### src/rtl/harmonics_ramp.sv
// harmonics_ramp: holds NUM_HARM harmonic amplitudes and glides them toward
// the target table of the most recently loaded voicing. Each update_tick
// moves them one step, so timbre changes do not click.
// Optional build macro: HARMONICS_RAMP_STEP_EN adds a ramp_step input that
// sets the per-tick step size (0 is treated as 1).
module harmonics_ramp #(
    parameter int NUM_HARM = 5,
    parameter int AMP_W    = 6
) (
    input  logic                      clk,
    input  logic                      reset,
    input  logic [2:0]                voicing,
    input  logic                      voicing_valid,
    input  logic                      update_tick,
`ifdef HARMONICS_RAMP_STEP_EN
    input  logic [2:0]                ramp_step,
`endif
    output logic [NUM_HARM*AMP_W-1:0] amplitudes,
    output logic                      busy,
    output logic                      done
);

    localparam int AMP_MAX = (1 << AMP_W) - 1;

    typedef enum logic [0:0] {IDLE, RAMP} state_t;

    state_t             state, state_nxt;
    logic               done_nxt;
    logic [AMP_W-1:0]   amp_p0   [NUM_HARM];
    logic [AMP_W-1:0]   tgt_p0   [NUM_HARM];
    logic [AMP_W-1:0]   amp_nxt  [NUM_HARM];
    logic [AMP_W-1:0]   tgt_nxt  [NUM_HARM];
    logic [AMP_W-1:0]   ld_tgt   [NUM_HARM];
    logic [AMP_W-1:0]   stepped  [NUM_HARM];
    logic               match_ld;
    logic               match_step;
    logic [2:0]         step_sz;

    // Clamp a table entry to the largest amplitude this width can hold.
    function automatic logic [AMP_W-1:0] sat_amp(input int v);
        if (v > AMP_MAX)
            return AMP_W'(AMP_MAX);
        return AMP_W'(v);
    endfunction

    // Target amplitude of harmonic k for a voicing code; unknown codes use NONE.
    function automatic logic [AMP_W-1:0] table_amp(input logic [2:0] code, input int k);
        int v;
        v = 0;
        case (code)
            3'b001: begin
                case (k)
                    0: v = 3;
                    1: v = 2;
                    2: v = 15;
                    3: v = 30;
                    4: v = 15;
                    default: v = 0;
                endcase
            end
            3'b010: begin
                case (k)
                    0: v = 2;
                    1: v = 4;
                    2: v = 10;
                    3: v = 5;
                    default: v = 0;
                endcase
            end
            default: v = (k == 0) ? 1 : 0;
        endcase
        return sat_amp(v);
    endfunction

    // Move cur toward tgt by at most stp; the step is clipped to the remaining
    // distance so the result can neither overshoot nor wrap.
    function automatic logic [AMP_W-1:0] step_amp(input logic [AMP_W-1:0] cur,
                                                  input logic [AMP_W-1:0] tgt,
                                                  input logic [2:0]       stp);
        logic signed [AMP_W+1:0] diff;
        logic signed [AMP_W+1:0] mag;
        logic signed [AMP_W+1:0] lim;
        diff = $signed({2'b00, tgt}) - $signed({2'b00, cur});
        lim  = $signed({{(AMP_W-1){1'b0}}, stp});
        mag  = (diff < 0) ? -diff : diff;
        if (mag > lim)
            mag = lim;
        if (diff < 0)
            return cur - AMP_W'(mag);
        return cur + AMP_W'(mag);
    endfunction

`ifdef HARMONICS_RAMP_STEP_EN
    assign step_sz = (ramp_step == 3'd0) ? 3'd1 : ramp_step;
`else
    assign step_sz = 3'd1;
`endif

    // Candidate targets for a load and candidate amplitudes for a tick step.
    always_comb begin
        match_ld   = 1'b1;
        match_step = 1'b1;
        for (int k = 0; k < NUM_HARM; k++) begin
            ld_tgt[k]  = table_amp(voicing, k);
            stepped[k] = step_amp(amp_p0[k], tgt_p0[k], step_sz);
            if (amp_p0[k] != ld_tgt[k])
                match_ld = 1'b0;
            if (stepped[k] != tgt_p0[k])
                match_step = 1'b0;
        end
    end

    // Next-state logic: loads take priority over ticks; ticks only act in RAMP.
    always_comb begin
        state_nxt = state;
        done_nxt  = 1'b0;
        for (int k = 0; k < NUM_HARM; k++) begin
            amp_nxt[k] = amp_p0[k];
            tgt_nxt[k] = tgt_p0[k];
        end
        case (state)
            IDLE: begin
                if (voicing_valid) begin
                    for (int k = 0; k < NUM_HARM; k++)
                        tgt_nxt[k] = ld_tgt[k];
                    if (match_ld)
                        done_nxt = 1'b1;
                    else
                        state_nxt = RAMP;
                end
            end
            RAMP: begin
                if (voicing_valid) begin
                    for (int k = 0; k < NUM_HARM; k++)
                        tgt_nxt[k] = ld_tgt[k];
                    if (match_ld) begin
                        state_nxt = IDLE;
                        done_nxt  = 1'b1;
                    end
                end else if (update_tick) begin
                    for (int k = 0; k < NUM_HARM; k++)
                        amp_nxt[k] = stepped[k];
                    if (match_step) begin
                        state_nxt = IDLE;
                        done_nxt  = 1'b1;
                    end
                end
            end
            default: state_nxt = IDLE;
        endcase
    end

    // State, amplitude and target registers; reset restores the NONE voicing.
    always_ff @(posedge clk) begin
        if (!reset) begin
            state <= IDLE;
            done  <= 1'b0;
            for (int k = 0; k < NUM_HARM; k++) begin
                amp_p0[k] <= table_amp(3'b000, k);
                tgt_p0[k] <= table_amp(3'b000, k);
            end
        end else begin
            state <= state_nxt;
            done  <= done_nxt;
            for (int k = 0; k < NUM_HARM; k++) begin
                amp_p0[k] <= amp_nxt[k];
                tgt_p0[k] <= tgt_nxt[k];
            end
        end
    end

    assign busy = (state == RAMP);

    for (genvar g = 0; g < NUM_HARM; g++) begin : g_pack
        assign amplitudes[g*AMP_W +: AMP_W] = amp_p0[g];
    end

endmodule

### config.mk
export PLATFORM = sky130hd
export DESIGN_NAME = harmonics_ramp
export DESIGN_NICKNAME = d
export VERILOG_FILES = /design/src/rtl/harmonics_ramp.sv
export SDC_FILE = /design/constraint.sdc
export NUM_CORES = 1
export LEC_CHECK = 0
export BUFFER_PORTS_ARGS = -buffer_cell sky130_fd_sc_hd__buf_2
export CORE_MARGIN = 3
export CORE_UTILIZATION = 55
export DETAILED_ROUTE_END_ITERATION = 12
export HOLD_SLACK_MARGIN = 0.12
export PLACE_DENSITY_LB_ADDON = 0.25
export REMOVE_ABC_BUFFERS = 1
export SLEW_MARGIN = 15
export SYNTH_ARGS = -nofsm -noshare
export SYNTH_HDL_FRONTEND = slang
export SYNTH_SLANG_ARGS = --single-unit
### constraint.sdc
create_clock -name clk -period 11.2 [get_ports clk]
set_clock_uncertainty 0.05 [all_clocks]
set_input_delay 1.12 -clock clk [delete_from_list [all_inputs] [get_ports clk]]
set_output_delay 1.12 -clock clk [all_outputs]
set_load 0.1 [all_outputs]
==> metrics list, run 1 <==
* Relative slew slack: 0.2395
- Horizontal die dimension: 96.74 um
- Delay of the slowest cell on the worst path: 0.65 ns
- After detailed placement, the total cell area comes to 4760 um^2.
- 0 antenna diodes ended up in the layout.
- The netlist uses between 70 and 80 different library cells.
* Wire length of the first global-routing pass: 21.01 mm
- Setup violations remaining at the end of the flow were counted as 0.
- Wire length per cell after detailed routing: 16.72 um
- Startpoint Class: flip-flop
- Drt via density: 6.117
- VDD sags by at most 0.1319 mV.
- Floorplan Core Area: 7848 um^2
- Bufs and invs on worst path: 1
- The routed design has approximately 12 mm of wire.
- Placed Cells: just over 700
- In this run the static leakage power is about 2.1 nW.
- The cell sitting at the root of the clock tree is a sky130_fd_sc_hd__clkbuf_8.
- Std cell rows: 32
- DRC violation count after routing: 0
- Final HPWL DP: 9.679 mm
* Count of pins over their slew limit: 0
- Counting the fill cells in the layout gives 750.
- During I/O placement, the number of pins put on the boundary was 39.
* Area occupied by registers: 740.7 um^2
* Synth Area per Inst: 7.547 um^2
- Summed over all failing endpoints, the final setup total negative slack is 0 ns.
- 1st-iter DRT viols: 317
- Clock sink count: 37
- GRT Util Overall: 0.2630
* Htree depth: 2
- Final weighted congestion of routability-driven global placement: 0.9110
- Synthesis-to-finish area growth: 7.046%
- Antenna violations before repair: 0
- Power per cell area: 240.3 nW/um^2
- Number of enable flip-flop cells after synthesis: 0
* Portion of the clock cycle consumed by the worst path in the final layout: 0.5705
- After the last flow step, the layout net total stands at 698.
- Post-route design area: about 4800 um^2
* Total of cells resized after clock tree synthesis: 0
- RSZ-0062 raised after global routing: false
* Number of buffers created by CTS: 5
* Clock input transition at the sequential cells of the worst setup and hold paths: 0.09 ns
- Worst skew pair latency: approximately 0.3 ns
- Cts-stage hold buffer count: 0
- Classification of the worst setup path: flip-flop to flip-flop
* Die Y: 96.74 um
* Initial Utilization: 0.5770
* Cell breakdown of the critical path: inv_1, fa_1, xnor2_1, nand2_1, o211a_1, a21oi_1, nand4_2, or3_2, ha_1, a22o_1, fa_1, xor2_1, and3_1, a21oi_1, a2111oi_0, o2111ai_1, a2111o_1, or4_1, o31a_1
- In the final layout, the multi-input gates occupy 3521 um^2.
- Hold-critical path depth: 2
- Arrival time worst endpoint: between 6 and 7 ns
- Summed instance area of the synthesized netlist: 4528 um^2
* Post-route insts no fill: 733
* Result of the run: complete, no violations
* FF-to-FF path depth: 19
* IO Port Bufs: 38
- The path class of the tightest hold or removal check is flip-flop to flip-flop.
- Instance count on the critical path: 19
- The via count of the first global-routing pass came to 4,482.
* Max-cap violation count: 0
- Remaining global-route overflow: 0
- Cell with the largest stage delay on the worst path: sky130_fd_sc_hd__fa_1
- The count of nets left with antenna violations once routing finished came out at 0.
* Sequential element share of the synthesized area: 0.1636
* Detailed-routing iteration count for the pre-antenna-repair pass: 5
* Post-Syn Instances: 600
* Setup Fix Bufs, Post-CTS: 0
- For this run, the top clock speed supported by timing is 156.5 MHz.
* Endpoint type of the worst setup path: flip-flop
* Critical-path maximum fanout: 11
- Asr flop ratio synth: 0
* Synth warn: 0
- The floorplan step defined a die boundary enclosing 9358 um^2.
* Number of buffers on the longest clock path: 2
- The detailed router placed about 4,500 vias in this run.
- CTS tree: built
- Entering global routing, the biggest net connects 35 pins.
- For the pin with the worst max-slew slack, the measured transition is 1.138 ns.
- Most used flip-flop cell after synthesis: sky130_fd_sc_hd__dfxtp_1
* Endpoints failing hold: 0
* Req. time, crit path: 11.35 ns
- Cell family with most CP delay: compound AO/OA/AOI/OAI gates
- Min cycle time layout: about 6.4 ns
* Fraction of layout cells with a size suffix above 1: 0.1046
- Counting flops and latches in the post-synthesis netlist gives 37.
[worst paths after layout]
kind                              startpoint                          to  slack, ns
setup / recovery   amp_p0[0][6]$_SDFFE_PN0P_             busy$_SDFF_PN0_       4.81
hold / removal    amp_p0[0][15]$_SDFFE_PN0P_  amp_p0[0][15]$_SDFFE_PN0P_       0.48
setup reg to reg   amp_p0[0][6]$_SDFFE_PN0P_             busy$_SDFF_PN0_       4.81
hold reg to reg   amp_p0[0][15]$_SDFFE_PN0P_  amp_p0[0][15]$_SDFFE_PN0P_       0.48
[sequential cells by signal, indices dropped and copies added (netlist names)]
register  flops
amp_p0       30
tgt_p0        5
busy          1
done          1
[synth_stat cells (all sizes together) (5+ instances only)]
cell type / instances / share of area
fa: 10 / 0.044
clkbuf: 11 / 0.0091
nor3: 18 / 0.020
a211oi: 10 / 0.017
o31a: 5 / 0.0097
a21oi: 61 / 0.071
xor2: 16 / 0.035
or2: 8 / 0.012
nand2b: 22 / 0.030
nor2: 55 / 0.046
dfxtp: 37 / 0.16
nand3b: 5 / 0.0083
a21o: 8 / 0.014
o21a: 9 / 0.015
buf: 7 / 0.012
inv: 47 / 0.039
nand2: 54 / 0.045
nor4: 13 / 0.021
nor2b: 10 / 0.014
ha: 51 / 0.14
and2: 7 / 0.0097
o31ai: 5 / 0.0094
o21ai: 28 / 0.031
nand4: 9 / 0.014
xnor2: 21 / 0.041
nand3: 7 / 0.0077
[stage by stage]
| step | hold slack (ns) | setup slack [ns] | util | total power (W) |
|---|---|---|---|---|
| 3_3_place_gp | 0.4433 | 5.164 | 0.6065 | 0.001035 |
| 6_report | 0.4766 | 4.810 | 0.6177 | 0.001165 |
| 2_1_floorplan | 0.4292 | 4.655 | - | 0.0008767 |
| 4_1_cts | 0.4676 | 4.895 | 0.6177 | 0.001155 |
| 3_5_place_dp | 0.4549 | 4.905 | 0.6065 | 0.001055 |
| 5_1_grt | 0.5136 | 4.537 | 0.6177 | 0.001267 |
[power breakdown]
part           total [W]  internal (W)  leakage, nW  switching [W]
sequential      0.000169      0.000143        0.300      0.0000262
combinational   0.000898      0.000347         1.78       0.000551
clock          0.0000980     0.0000439       0.0374      0.0000541
[worst reg2reg max path, stage by stage, from the launching register on]
cell                        delay, ns
sky130_fd_sc_hd__dfxtp_1         0.52
sky130_fd_sc_hd__inv_1           0.21
sky130_fd_sc_hd__fa_1            0.65
sky130_fd_sc_hd__xnor2_1         0.34
sky130_fd_sc_hd__nand2_1         0.14
sky130_fd_sc_hd__o211a_1         0.22
sky130_fd_sc_hd__a21oi_1         0.16
sky130_fd_sc_hd__nand4_2         0.20
sky130_fd_sc_hd__or3_2           0.52
sky130_fd_sc_hd__ha_1            0.30
sky130_fd_sc_hd__a22o_1          0.24
sky130_fd_sc_hd__fa_1            0.40
sky130_fd_sc_hd__xor2_1          0.22
sky130_fd_sc_hd__and3_1          0.18
sky130_fd_sc_hd__a21oi_1         0.04
sky130_fd_sc_hd__a2111oi_0       0.50
sky130_fd_sc_hd__o2111ai_1       0.23
sky130_fd_sc_hd__a2111o_1        0.41
sky130_fd_sc_hd__or4_1           0.51
sky130_fd_sc_hd__o31a_1          0.26
[layout by cell type (no fill, tap or decap), types with 10 or more instances in the layout]
cell | Yosys | layout
sky130_fd_sc_hd__nand2_1 | 54 | 54
sky130_fd_sc_hd__inv_1 | 47 | 47
sky130_fd_sc_hd__xnor2_1 | 21 | 21
sky130_fd_sc_hd__nor2b_1 | 10 | 10
sky130_fd_sc_hd__nor2_1 | 55 | 55
sky130_fd_sc_hd__nor4_1 | 12 | 12
sky130_fd_sc_hd__nor3_1 | 18 | 18
sky130_fd_sc_hd__dfxtp_1 | 37 | 37
sky130_fd_sc_hd__xor2_1 | 15 | 15
sky130_fd_sc_hd__o21ai_0 | 28 | 28
sky130_fd_sc_hd__fa_1 | 10 | 10
sky130_fd_sc_hd__a21oi_1 | 59 | 59
sky130_fd_sc_hd__nand2b_1 | 22 | 22
sky130_fd_sc_hd__a211oi_1 | 10 | 10
sky130_fd_sc_hd__buf_2 | 3 | 38
sky130_fd_sc_hd__ha_1 | 51 | 51
[per-layer routing]
| metal | part of all wire | vias to the layer above | track usage |
|---|---|---|---|
| met3 | 0.050 | 32 | 0.03749 |
| met5 | 0 | - | 0 |
| met4 | 0.028 | 0 | 0.08855 |
| met1 | 0.45 | 2118 | 0.3388 |
| li1 | - | 2204 | - |
| met2 | 0.47 | 130 | 0.4501 |
[area by class of cell]
cell class                      count  share of cell area
Multi-Input combinational cell    500              0.7264
Sequential cell                    37              0.1528
Timing Repair Buffer               38             0.03924
Inverter                           48             0.03717
Tap cell                          102             0.02633
Clock buffer                        6             0.01497
Clock inverter                      2            0.003098
[cells by family after synthesis]
family,after synthesis,synth area share
AND/OR/NAND/NOR,227,0.2595
AO/OA/AOI/OAI,166,0.2426
buffers and inverters,66,0.06134
adder cells (fa/ha/maj),61,0.1851
XOR/XNOR,37,0.07571
flip-flops,37,0.1636
multiplexers,5,0.01133
other,1,0.0008282
(Power assumes the default switching activity.)
==> run 2: changes to the inputs <==
--- a/config.mk
+++ b/config.mk
@@ -5,6 +5,7 @@
 export SDC_FILE = /design/constraint.sdc
 export NUM_CORES = 1
 export LEC_CHECK = 0
+export ABC_AREA = 1
 export BUFFER_PORTS_ARGS = -buffer_cell sky130_fd_sc_hd__buf_2
 export CORE_MARGIN = 3
 export CORE_UTILIZATION = 55
==> constraint.sdc (replaced) <==
create_clock -name clk -period 5.5 [get_ports clk]
set_clock_uncertainty 0.05 [all_clocks]
set_input_delay 0.55 -clock clk [delete_from_list [all_inputs] [get_ports clk]]
set_output_delay 0.55 -clock clk [all_outputs]
set_load 0.1 [all_outputs]
==> run 2 against run 1 <==
Register-to-register slack worse by 4.2 ns. Count of clock-buffer cells in the layout is 1 lower. First-iteration DRC count down 3.2%. Synthesized area down 3.6%. Hold slack got worse by 0.013 ns. Setup slack worse by 4.2 ns. Combinational power increased by 6.1%. Core utilization up 2.1 points. Die area down 3.4%. Final area fell by 1.4%.
==> metrics list, run 2 <==
* FF-to-FF path depth: 30
* Routed wire length: 11.14 mm
- Fraction of power consumed by sequential logic: 0.207
* Wire length of the first global-routing pass: 18.77 mm
- After technology mapping, the gate count stands at 660.
- Counting I/O delays and the setup requirement, the final critical path takes 4.936 ns.
* Most frequent cells in the layout: 123 x sky130_fd_sc_hd__nand2_1, 114 x sky130_fd_sc_hd__inv_1, 60 x sky130_fd_sc_hd__a21oi_1
- Of the total power, the share spent switching nets is 0.5122.
* Highest routing layer actually used: met4
* Maximum clock frequency: 202.6 MHz
- GRT Util Overall: 0.2557
- The biggest area contributor in the post-synthesis netlist is sky130_fd_sc_hd__dfxtp_1.
- Cell seen most often among critical-path stages: sky130_fd_sc_hd__nand2_1
- The initial utilization of the core area, before any placement, comes to 0.5830.
- At the end of routability-driven placement, the weighted congestion stood at between 0.8 and 0.9.
* Die Y: around 95 um
- Met3 WL post-DR: 727 um
* Most used flip-flop cell after synthesis: sky130_fd_sc_hd__dfxtp_1
- The analysis attributes to cell leakage a power of between 2 and 3 nW.
- Together, buffers and inverters on the worst path number 4.
- The run finished with clean final reports.
* Transition time at the pin with the least slew margin: 0.8016 ns
- RSZ-0062 raised after global routing: false
* Delay of the slowest cell on the worst path: 0.46 ns
* Overall via count from detail_route: 4,444
- The share of synthesized area in the top cell type comes to 0.1697.
- Data arrives at the worst endpoint at 5.06 ns.
* Number of buffers on the longest clock path: 2
- Remaining global-route overflow: 0
- Req. time, crit path: 5.63 ns
- The share of total power dissipated in combinational logic is 0.655.
- Cts-stage hold buffer count: 0
- Relative slew slack: 0.4650
- For the final routed database, the setup TNS stands at 0 ns.
* DRC violation count after routing: 0
* Maximum number of pins on one net before global-route repair: 29
- The cell family contributing the most delay on the critical path is simple AND/OR/NAND/NOR gates.
* Leading registers by flop count: amp_p0 x30, tgt_p0 x5
* Fraction of layout cells with a size suffix above 1: 0.1195
* Endpoints failing hold: 0
- Count of pins over their slew limit: 0
- CTS tree: built
- After clock tree synthesis, the clock-pin slew on the worst setup and hold paths is roughly 0.09 ns.
* Summed instance area of the synthesized netlist: 4364 um^2
- The initial antenna violation count is 0.
- Post-route design area: 4780 um^2
* Cell-internal power: 0.0007095 W
- Total number of nets in the final design: 770
* Worst skew pair latency: 0.31 ns
* Flop and latch count out of synthesis: 37
* Drt via density: 5.541
* Net switching component of the power: roughly 0.00074 W
- After detailed routing, the wire length on met1 is 4.963 mm.
* Final WS setup: 0.5641 ns
- STA classifies the critical path startpoint as a flip-flop.
- Top-Level Pins: 39
- The register with the most flip-flops in the final layout is amp_p0.
* Setup violations, final: 0
- Dividing the synthesized area by the synthesized cell count gives 6.612 um^2.
- DRT antenna net count: 0
- From synthesis to final layout, the design area changed by 9.518%.
* 1st-iter DRT viols: just over 300
- By count the netlist is led by 123 x sky130_fd_sc_hd__nand2_1, 114 x sky130_fd_sc_hd__inv_1, 60 x sky130_fd_sc_hd__a21oi_1, 53 x sky130_fd_sc_hd__o21ai_0, 51 x sky130_fd_sc_hd__ha_1.
- The critical path crosses 30 cells after its start point.
* Portion of total power attributed to the clock network: 0.138
- After detailed routing, the met2 layer carries 5.265 mm of wire.
* Final total power: 0.001454 W
- Hold-critical path depth: 2
- In this run the standard cell core region covers 7486 um^2.
- Sequential element share of the synthesized area: 0.1697
* Distinct cell type count after synthesis: 38
* Cell with the largest stage delay on the worst path: sky130_fd_sc_hd__dfxtp_1
* Synth warn: 0
- Max-cap violation count: 0
* Wire length per cell after detailed routing: 13.89 um
* Root Buffer: sky130_fd_sc_hd__clkbuf_8
- Portion of the clock cycle consumed by the worst path in the final layout: 0.8974
- Of all nets on the critical path, the largest fanout is 7.
- Worst vdd ir: between 0.1 and 0.15 mV
- The H-tree was split into 2 levels.
* Final HPWL DP: between 9 and 10 mm
* Asr flop ratio synth: 0
- Number of flip-flops under the largest register name: 30
- Pre-CTS WS: 0.4337 ns
* Std cell rows: 31
- The pre-antenna-repair detailed-routing pass consisted of 5 iterations.
- Total Die Area: approximately 9000 um^2
- The worst hold path belongs to the class flip-flop to flip-flop.
- The via count of the first global-routing pass is 4,122.
* Most frequent standard cell in the layout excluding fill and tap cells: sky130_fd_sc_hd__nand2_1
- Power per cell area: 304.3 nW/um^2
- IO Port Bufs: 38
* Number of enable flip-flop cells after synthesis: 0
- Instance area at placement: ~4700 um^2
- Classification of the worst setup path: flip-flop to flip-flop
- In this run, CTS created clock tree buffers numbering 5.
- Clock sink count: 37
* Cells taking the most area after synthesis: sky130_fd_sc_hd__dfxtp_1 17%, sky130_fd_sc_hd__ha_1 15%, sky130_fd_sc_hd__nand2_1 11%
- STA classifies the critical path endpoint as a flip-flop.
* Number of antenna cells inserted: 0
- Horizontal die dimension: 95.08 um
* Worst setup slack for register-to-register paths: ~0.56 ns
- Most repeated cell in the gate-level netlist after synthesis: sky130_fd_sc_hd__nand2_1
[run 2: logic make-up (layout without fill, tap and decap cells)]
group,Yosys count,after routing,share of synthesized area
simple gates,259,259,0.2781
flops,37,37,0.1697
other cells,1,4,0.0008593
buf+inv,127,167,0.1092
compound gates,136,136,0.1717
fa+ha+maj,61,61,0.1921
xor+xnor,39,39,0.07827
[run 2: power groups by stage]
stage / combinational, W / clock [W] / sequential [W]
after floorplan: 0.000665 / 0 / 0.000388
after global placement: 0.000910 / 0 / 0.000306
after detailed placement: 0.000937 / 0 / 0.000307
after CTS: 0.000944 / 0.000199 / 0.000300
after global routing: 0.00107 / 0.000215 / 0.000303
final: 0.000953 / 0.000201 / 0.000301
[run 2: per-stage QoR]
stage	std cells	utilization	hold WS, ns
floorplan	655	-	0.4088
global placement	794	0.6248	0.4281
detailed placement	794	0.6248	0.4424
finish	802	0.6385	0.4632
CTS	802	0.6370	0.4644
global route	802	0.6385	0.5158
[run 2: cell type report]
cell class,instances,area (um^2)
sequential,37,740.7
clock buffer,5,68.82
multi-input combinational,499,3172
tap,99,123.9
inverter,119,446.7
timing repair buffer,40,205.2
fill,701,2706
clock inverter,3,22.52
[run 2: what timing repair did]
action	4_1_cts	5_1_grt
endpoints found under the setup margin	0	2
setup buffers	0	0
gates resized for setup	0	2
[run 2: layer usage]
layer / up-vias / GRT usage
met5: - / 0
met1: 2018 / 0.3351
met3: 21 / 0.03946
li1: 2266 / -
met4: 0 / 0.07091
met2: 139 / 0.4350
[run 2: worst min-delay path, stage by stage, from the launching register on]
cell and delay (ns):
sky130_fd_sc_hd__dfxtp_1 0.35, sky130_fd_sc_hd__o21ai_0 0.08, sky130_fd_sc_hd__nand2_1 0.05
[run 2: path summary, 6_finish.rpt]
check                                   from                         to
setup / recovery  tgt_p0[0][26]$_SDFFE_PN0P_            busy$_SDFF_PN0_
hold / removal     tgt_p0[0][0]$_SDFFE_PN1P_  tgt_p0[0][0]$_SDFFE_PN1P_
setup reg to reg  tgt_p0[0][26]$_SDFFE_PN0P_            busy$_SDFF_PN0_
hold reg to reg    tgt_p0[0][0]$_SDFFE_PN1P_  tgt_p0[0][0]$_SDFFE_PN1P_
